$ cat src/rtl/mem_pkg.sv
// Shared types and defaults for the MEM pipeline stage.
// The MEM/WB bundle is one flat vector laid out {wb, imm, alu, mem}, LSB first.
package mem_pkg;

    localparam int unsigned MEM_W_DEF    = 16;
    localparam int unsigned MEM_AW_DEF   = 11;
    localparam int unsigned MEM_WB_W_DEF = 3;
    localparam int unsigned MEM_TMO_DEF  = 255;

    typedef enum logic [0:0] {
        IDLE   = 1'b0,
        ACCESS = 1'b1
    } mem_state_e;

    // MEM/WB bundle field offsets for a datapath of width w
    function automatic int unsigned memwb_mem_lsb(input int unsigned w);
        return 0 * w;
    endfunction

    function automatic int unsigned memwb_alu_lsb(input int unsigned w);
        return w;
    endfunction

    function automatic int unsigned memwb_imm_lsb(input int unsigned w);
        return 2 * w;
    endfunction

    function automatic int unsigned memwb_wb_lsb(input int unsigned w);
        return 3 * w;
    endfunction

    function automatic int unsigned memwb_bits(input int unsigned w, input int unsigned wb_w);
        return 3 * w + wb_w;
    endfunction

endpackage

$ cat src/rtl/mem_timeout_ctr.sv
// Bus watchdog: cleared on load, counts enabled cycles, flags the last allowed
// wait cycle. Saturates instead of wrapping.
module mem_timeout_ctr #(
    parameter int unsigned TMO = 255
) (
    input  logic clk,
    input  logic rst,
    input  logic load,
    input  logic en,
    output logic expire_c
);

    localparam int unsigned CW = $clog2(TMO + 1);

    logic [CW-1:0] cnt;

    always_ff @(posedge clk or negedge rst) begin
        if (!rst) begin
            cnt <= '0;
        end else if (load) begin
            cnt <= '0;
        end else if (en && (cnt != CW'(TMO))) begin
            cnt <= cnt + CW'(1);
        end
    end

    // cnt holds the number of completed wait cycles, so TMO-1 marks the TMO-th one
    assign expire_c = en && (cnt == CW'(TMO - 1));

endmodule

$ cat src/rtl/mem_stage_pipe.sv
// Registered MEM stage: operand muxing, req/ack memory handshake with upstream
// stall, bus watchdog with sticky error, and the MEM/WB output register.
module mem_stage_pipe
    import mem_pkg::*;
#(
    parameter int unsigned W    = MEM_W_DEF,
    parameter int unsigned AW   = MEM_AW_DEF,
    parameter int unsigned WB_W = MEM_WB_W_DEF,
    parameter int unsigned TMO  = MEM_TMO_DEF
) (
    input  logic            clk,
    input  logic            rst,
    input  logic            in_valid,
    input  logic [WB_W-1:0] wb_in,
    input  logic            mem_read,
    input  logic            mem_write,
    input  logic            addr_sel,
    input  logic            data_sel,
    input  logic [W-1:0]    rsrc,
    input  logic [W-1:0]    rdst,
    input  logic [W-1:0]    alu,
    input  logic [W-1:0]    imm,
    output logic            stall,
    output logic            mem_req,
    output logic            mem_we,
    output logic [AW-1:0]   mem_addr,
    output logic [W-1:0]    mem_wdata,
    input  logic            mem_ack,
    input  logic [W-1:0]    mem_rdata,
    output logic            out_valid,
    output logic [WB_W-1:0] out_wb,
    output logic [W-1:0]    out_imm,
    output logic [W-1:0]    out_alu,
    output logic [W-1:0]    out_mem,
    output logic            bus_err
);

    localparam int unsigned BW      = memwb_bits(W, WB_W);
    localparam int unsigned MEM_LSB = memwb_mem_lsb(W);
    localparam int unsigned ALU_LSB = memwb_alu_lsb(W);
    localparam int unsigned IMM_LSB = memwb_imm_lsb(W);
    localparam int unsigned WB_LSB  = memwb_wb_lsb(W);

    mem_state_e state;
    mem_state_e state_nxt;

    logic            mem_op_c;
    logic [AW-1:0]   sel_addr_c;
    logic [W-1:0]    sel_wdata_c;
    logic            ctr_load_c;
    logic            ctr_en_c;
    logic            tmo_c;

    logic            lat_we;
    logic [AW-1:0]   lat_addr;
    logic [W-1:0]    lat_wdata;
    logic [WB_W-1:0] lat_wb;
    logic [W-1:0]    lat_imm;
    logic [W-1:0]    lat_alu;
    logic [BW-1:0]   memwb_q;

    assign mem_op_c    = mem_read | mem_write;
    assign sel_addr_c  = addr_sel ? rdst[AW-1:0] : rsrc[AW-1:0];
    assign sel_wdata_c = data_sel ? rdst : rsrc;

    mem_timeout_ctr #(
        .TMO (TMO)
    ) u_tmo (
        .clk      (clk),
        .rst      (rst),
        .load     (ctr_load_c),
        .en       (ctr_en_c),
        .expire_c (tmo_c)
    );

    always_ff @(posedge clk or negedge rst) begin
        if (!rst) begin
            state <= IDLE;
        end else begin
            state <= state_nxt;
        end
    end

    always_comb begin
        state_nxt = state;
        case (state)
            IDLE:    if (in_valid && mem_op_c) state_nxt = ACCESS;
            ACCESS:  if (mem_ack || tmo_c)     state_nxt = IDLE;
            default: state_nxt = IDLE;
        endcase
    end

    // Handshake outputs; gated by reset so the request drops the moment rst falls
    always_comb begin
        stall      = 1'b0;
        mem_req    = 1'b0;
        mem_we     = 1'b0;
        mem_addr   = '0;
        mem_wdata  = '0;
        ctr_load_c = 1'b0;
        ctr_en_c   = 1'b0;
        if (rst) begin
            case (state)
                IDLE: begin
                    if (in_valid && mem_op_c) begin
                        stall      = 1'b1;
                        mem_req    = 1'b1;
                        mem_we     = mem_write;
                        mem_addr   = sel_addr_c;
                        mem_wdata  = sel_wdata_c;
                        ctr_load_c = 1'b1;
                    end
                end
                ACCESS: begin
                    mem_req   = 1'b1;
                    mem_we    = lat_we;
                    mem_addr  = lat_addr;
                    mem_wdata = lat_wdata;
                    stall     = !mem_ack;
                    ctr_en_c  = !mem_ack;
                end
                default: ;
            endcase
        end
    end

    always_ff @(posedge clk or negedge rst) begin
        if (!rst) begin
            out_valid <= 1'b0;
            bus_err   <= 1'b0;
            memwb_q   <= '0;
            lat_we    <= 1'b0;
            lat_addr  <= '0;
            lat_wdata <= '0;
            lat_wb    <= '0;
            lat_imm   <= '0;
            lat_alu   <= '0;
        end else begin
            case (state)
                IDLE: begin
                    if (in_valid && mem_op_c) begin
                        out_valid <= 1'b0;
                        lat_we    <= mem_write;
                        lat_addr  <= sel_addr_c;
                        lat_wdata <= sel_wdata_c;
                        lat_wb    <= wb_in;
                        lat_imm   <= imm;
                        lat_alu   <= alu;
                    end else if (in_valid) begin
                        out_valid <= 1'b1;
                        memwb_q   <= {wb_in, imm, alu, {W{1'b0}}};
                    end else begin
                        out_valid <= 1'b0;
                    end
                end
                ACCESS: begin
                    if (mem_ack) begin
                        out_valid <= 1'b1;
                        memwb_q   <= {lat_wb, lat_imm, lat_alu, lat_we ? {W{1'b0}} : mem_rdata};
                    end else if (tmo_c) begin
                        out_valid <= 1'b1;
                        bus_err   <= 1'b1;
                        memwb_q   <= {lat_wb, lat_imm, lat_alu, {W{1'b0}}};
                    end else begin
                        out_valid <= 1'b0;
                    end
                end
                default: out_valid <= 1'b0;
            endcase
        end
    end

    assign out_mem = memwb_q[MEM_LSB +: W];
    assign out_alu = memwb_q[ALU_LSB +: W];
    assign out_imm = memwb_q[IMM_LSB +: W];
    assign out_wb  = memwb_q[WB_LSB  +: WB_W];

endmodule
$ cat config.mk
export PLATFORM = sky130hd
export DESIGN_NAME = mem_stage_pipe
export DESIGN_NICKNAME = d
export VERILOG_FILES = /design/src/rtl/mem_pkg.sv /design/src/rtl/mem_timeout_ctr.sv /design/src/rtl/mem_stage_pipe.sv
export SDC_FILE = /design/constraint.sdc
export NUM_CORES = 1
export LEC_CHECK = 0
export ABC_CLOCK_PERIOD_IN_PS = 2400
export CORE_MARGIN = 2
export CORE_UTILIZATION = 42
export DETAILED_ROUTE_END_ITERATION = 10
export PLACE_DENSITY = 0.72
export SLEW_MARGIN = 20
export SYNTH_ARGS = -nofsm -noshare
export SYNTH_HDL_FRONTEND = slang
export SYNTH_SLANG_ARGS = --single-unit
$ cat constraint.sdc
create_clock -name clk -period 2.4 [get_ports clk]
set_clock_uncertainty 0.2 [all_clocks]
set_input_delay 0.48 -clock clk [delete_from_list [all_inputs] [get_ports clk]]
set_output_delay 0.48 -clock clk [all_outputs]
set_load 0.03 [all_outputs]
* After elaboration in Yosys (flattened, before gate mapping) *
Index checks and enable logic that the tools add are counted.
W data, S select, Z words.

operators by class
  add/subtract/negate cells = 1
  eq/ne operators = 5
  muxes and demuxes = 35
  bitwise gates (word level) = 3
  reductions and logical operators = 9

operators by type and width
  operator               count
  $mux W51               4
  $pmux W51 S2           1
  $mux W16               4
  $mux W11               3
  $pmux W16 S2           1
  $pmux W11 S2           1
  $mux W8                2
  $mux W1                14
  $pmux W1 S2            5
  $add A8 B1 Y8 const B  1
  $eq A8 B8 Y1 const B   1
  $ne A8 B8 Y1 const B   1
  $reduce_and A3 Y1      2
  $ne A2 B2 Y1 const B   2
  $logic_and A1 B1 Y1    3
  $ne A3 B2 Y1 const B   1
  $not A1 Y1             2
  $reduce_and A2 Y1      1
  $reduce_bool A2 Y1     1
  $logic_not A1 Y1       1
  $logic_or A1 B1 Y1     1
  $or A1 B1 Y1           1

storage, ports and cells
  register bits = 125
  input bits = 91
  output and inout bits = 83
  word-level logic and storage cells = 64

* Longest topological paths before layout *
  depth in word-level cells = 7
  gate-level depth with buffers = 8
  gate-level depth less buffers = 7

* Hierarchy *
A second synthesis with hierarchy kept.

unflattened totals
  cells, all modules = 479
  area, all modules = 6009.5 um^2

modules (own cells, without submodules)
  module           instances  cells each  area an instance (um^2)  seq. area each (um^2)
  mem_stage_pipe   1          429         5530.3                   2927.8
  mem_timeout_ctr  1          50          479.2                    200.2

* Worst setup path after synthesis *
OpenSTA, ideal clock, no wires.

  path kind = input -> output
  from = input port data_sel
  to = output port mem_wdata[10]
  arrival time = 1.490 ns
  slack = 0.230 ns
  cell stages on the path = 5
  buffers on the path = 2
  cells stage by stage = buf_2 > buf_2 > mux2i_1 > o21ai_0 > and2_1

between the ends
  cells in the longest elaborated chain, start to end = 4

ends and longest elaborated chain
  element          RTL line               text
  start, declared  mem_stage_pipe.sv:18   input logic data_sel,
  $mux W16         mem_stage_pipe.sv:64   assign sel_wdata_c = data_sel ? rdst : rsrc;
  $mux W16         mem_stage_pipe.sv:105  if (in_valid && mem_op_c) begin
  $pmux W16 S2     mem_stage_pipe.sv:103  case (state)
  $mux W16         mem_stage_pipe.sv:102  if (rst) begin
  end, declared    mem_stage_pipe.sv:27   output logic [W-1:0] mem_wdata,

Every way passes these cells.

* Final worst setup path *
  from = register state
  to = output port mem_wdata[13]

between the ends
  cells in the longest elaborated chain, start to end = 3

ends and longest elaborated chain
  element                 RTL line               text
  start, declared         mem_stage_pipe.sv:44   mem_state_e state;
  start signal, assigned  mem_stage_pipe.sv:80   state <= state_nxt;
  $not A1 Y1 (no line)    n/a
  $pmux W16 S2 *          mem_stage_pipe.sv:103
  $mux W16 *              mem_stage_pipe.sv:102

Mark *: on every way between the ends. The rest lies on a longest branch, timed or not.

==> results.sh <==
export IMPL_muxShareOfSynthArea_pct=26.15
export IMPL_postSynthCellCount=500
export IMPL_rsz0062_at_grt="true"
export IMPL_leakagePower_nw=4.154
export IMPL_tightest_slew_ps=738.1
export IMPL_vias_per_cell=5.159
export IMPL_max_freq_mhz=409.9
export IMPL_nNetsFinal=817
export IMPL_yosys_area_share_simple_pct=9.601
export IMPL_final_cells=917
export IMPL_crit_fanout=6
export IMPL_core_mm2=0.01404
export IMPL_ir_drop_mv=0.6534
export IMPL_dr_pass1_iters=5
export IMPL_io_pins=174
export IMPL_cellPowerDensity_mw_per_mm2=914.9
export IMPL_clk_pin_slew_ps=60
export IMPL_ff2ff_path_depth=8
export IMPL_synth_xor_area_share_pct=0.2878
export IMPL_netlist_area_mm2=0.006086
export IMPL_setup_violations=7
export IMPL_die_h_um=124.4
export IMPL_final_common_cell="clkdlybuf4s50_1"
export IMPL_cts_tree="built"
export IMPL_synth_top_family_by_area="multiplexers"
export IMPL_ys_types=39
export IMPL_mappedNetlistNets=593
export IMPL_cts_buffers=17
export IMPL_die_w_um=124.4
export IMPL_async_reset_ff_share_pct=100.0
export IMPL_synth_seq_area_share_pct=51.40
export IMPL_hp_class="in -> async"
export IMPL_layout_common_cells="clkdlybuf4s50_1, dfrtp_1, mux2_2"
export IMPL_antenna_found_initial=0
export IMPL_grt_max_degree=60
export IMPL_finalHoldViolCount=0
export IMPL_slew_headroom_pct=50.79
export IMPL_ant_nets=0
export IMPL_synth_warnings=0
export IMPL_p_total_w=0.008602
export IMPL_fin_ws_ps=-39.34
export IMPL_htreeDepth=4
export IMPL_gp_congestion=0.8314
export IMPL_port_buffers=173
export IMPL_initial_core_util_pct=43.34
export IMPL_p_sw_w=0.002844
export IMPL_slowest_delay_ps=430
export IMPL_end_kind="output port"
export IMPL_grt_use_total_pct=21.01
export IMPL_avgSynthCellArea_um2=12.17
export IMPL_dp_cells=867
export IMPL_slew_violations=0
export IMPL_overflow=0
export IMPL_period_needed_ps=2439
export IMPL_synth_edf_count=0
export IMPL_clkLatencyLatePin_ps=410
export IMPL_violations="negative setup slack"
export IMPL_synth_ff_latch_count=125
export IMPL_outcome="finished, violations left"
export IMPL_wire_per_inst_um=17.68
export IMPL_antenna_cells=0
export IMPL_route_vias_total=4731
export IMPL_rows=43
export IMPL_p_sw_share_pct=33.07
export IMPL_clockRootBuffer="clkbuf_16"
export IMPL_clkPwrFrac_pct=27.5
export IMPL_dieArea_mm2=0.01547
export IMPL_min_period_over_period_pct=101.6
export IMPL_pwr_share_comb_pct=37.6
export IMPL_max_cap_violations=0
export IMPL_criticalPathCategory="reg -> out"
export IMPL_p_seq_share_pct=34.9
export IMPL_ys_flop_type="dfrtp_1"
export IMPL_worst_ep_required_time_ps=1720
export IMPL_post_dp_hpwl_um=10470
export IMPL_drive_gt1_share_pct=40.03
export IMPL_crit_slowest_cell="dfrtp_2"
export IMPL_synth_compound_area_share_pct=8.470
export IMPL_crit_arrival_ps=1760
export IMPL_post_route_drc_count=0
export IMPL_intPower_w=0.005758
export IMPL_routed_wl_um=16220
export IMPL_clockBufferDepth=2
export IMPL_path_cells="nor2b_4 -> nand2_8 -> clkbuf_16 -> o21ai_1 -> and2_4 -> buf_6"
export IMPL_yosys_area_share_adder_pct=0.4112
export IMPL_grt_pass1_wl_um=26070
export IMPL_clock_sinks=125
export IMPL_start_kind="flop"
export IMPL_grt_pass1_vias=5119
export IMPL_first_iter_violations=202
export IMPL_areaGrowthSynthToFinish_pct=54.48
## area by class of cell
type                       instances  area [um2]
clock buffer                      18       429.2
timing repair buffer             236        2439
inverter                           6       30.03
tap                              180       225.2
clock inverter                    14       121.4
multi-input combinational        338        3028
fill                            1020        4641
sequential                       125        3129
## power by group through the flow
| stage | registers, W | logic [W] | clock network, W |
|---|---|---|---|
| final | 0.00300 | 0.00323 | 0.00237 |
| after global routing | 0.00308 | 0.00343 | 0.00253 |
| after CTS | 0.00300 | 0.00315 | 0.00242 |
| after detailed placement | 0.00302 | 0.00298 | 0 |
| after global placement | 0.00300 | 0.00292 | 0 |
| after floorplan | 0.00352 | 0.00124 | 0 |
## synth_stat cells, types with 3 or more instances
master,count,area share (%)
a22o_1,17,2.4
and2_1,29,3.0
buf_12,3,0.99
buf_2,17,1.4
clkbuf_1,9,0.56
dfrtp_1,125,51
inv_1,5,0.31
mux2_2,76,14
mux2_4,29,7.2
mux2i_1,30,4.9
nand2_1,63,3.9
nand4_1,3,0.31
nor2_1,5,0.31
nor3_1,3,0.25
o211ai_1,3,0.37
o21ai_0,54,4.4
## per-layer routing
layer / track usage, % / part of all wire, %
met1: 24.83 / 41
met2: 35.29 / 49
met3: 8.162 / 8.0
met4: 6.675 / 1.7
met5: 0 / 0
## critical path: cells and delay by family (launching register included)
kind,cells,cell delay (ps)
AND/OR/NAND/NOR,3,460
flip-flops,1,430
buffers and inverters,2,300
AO/OA/AOI/OAI,1,150
## metrics by stage
stage / utilization [%] / area [um2] / hold slack [ps] / setup TNS (ps) / worst slack [ps]
3_5_place_dp: 58.44 / 8207 / 84.12 / -7352 / -223.0
2_1_floorplan: - / 6086 / -15.59 / 0 / 229.7
3_3_place_gp: 58.44 / 8207 / 82.72 / -5811 / -197.9
4_1_cts: 65.48 / 9195 / 9.608 / -38.01 / -10.48
5_1_grt: 66.95 / 9402 / 42.79 / -1440 / -103.5
6_report: 66.95 / 9402 / 38.66 / -122.5 / -39.34
## sequential cells by signal, summed over array words and instances (netlist names)
signal / cells
lat_wdata: 16
bus_err: 1
out_valid: 1
lat_we: 1
state: 1
lat_alu: 16
u_tmo.cnt: 8
lat_addr: 11
memwb_q: 51
lat_wb: 3
lat_imm: 16
## cell families (layout without fill, tap and decap cells)
kind of cell	count (synthesis)	count (layout)
muxes	135	135
and+or+nand+nor	117	117
adders and majority gates	2	2
buffers and inverters	37	274
xor gates and xnor gates	2	2
DFF	125	125
AOI/OAI and AO/OA	82	82
## final timing paths
kind | startpoint | end | slack [ps]
min | rst | lat_addr[4] | 40
max in group asynchronous | rst | state | 1430
max reg2reg | u_tmo.cnt[0] | memwb_q[50] | 350
min in group clk | mem_read | lat_we | 160
max | state | mem_wdata[13] | -40
min reg2reg | bus_err | bus_err | 270
## what timing repair did
item	4_1_cts	5_1_grt
setup endpoints to repair	28	28
cloned	3	1
endpoints found under the hold margin	37	0
pin swaps	4	25
buffers inserted	9	3
gates resized for setup	93	49
hold buffers	2	0
Note: power is estimated with default switching activity, not from simulation.
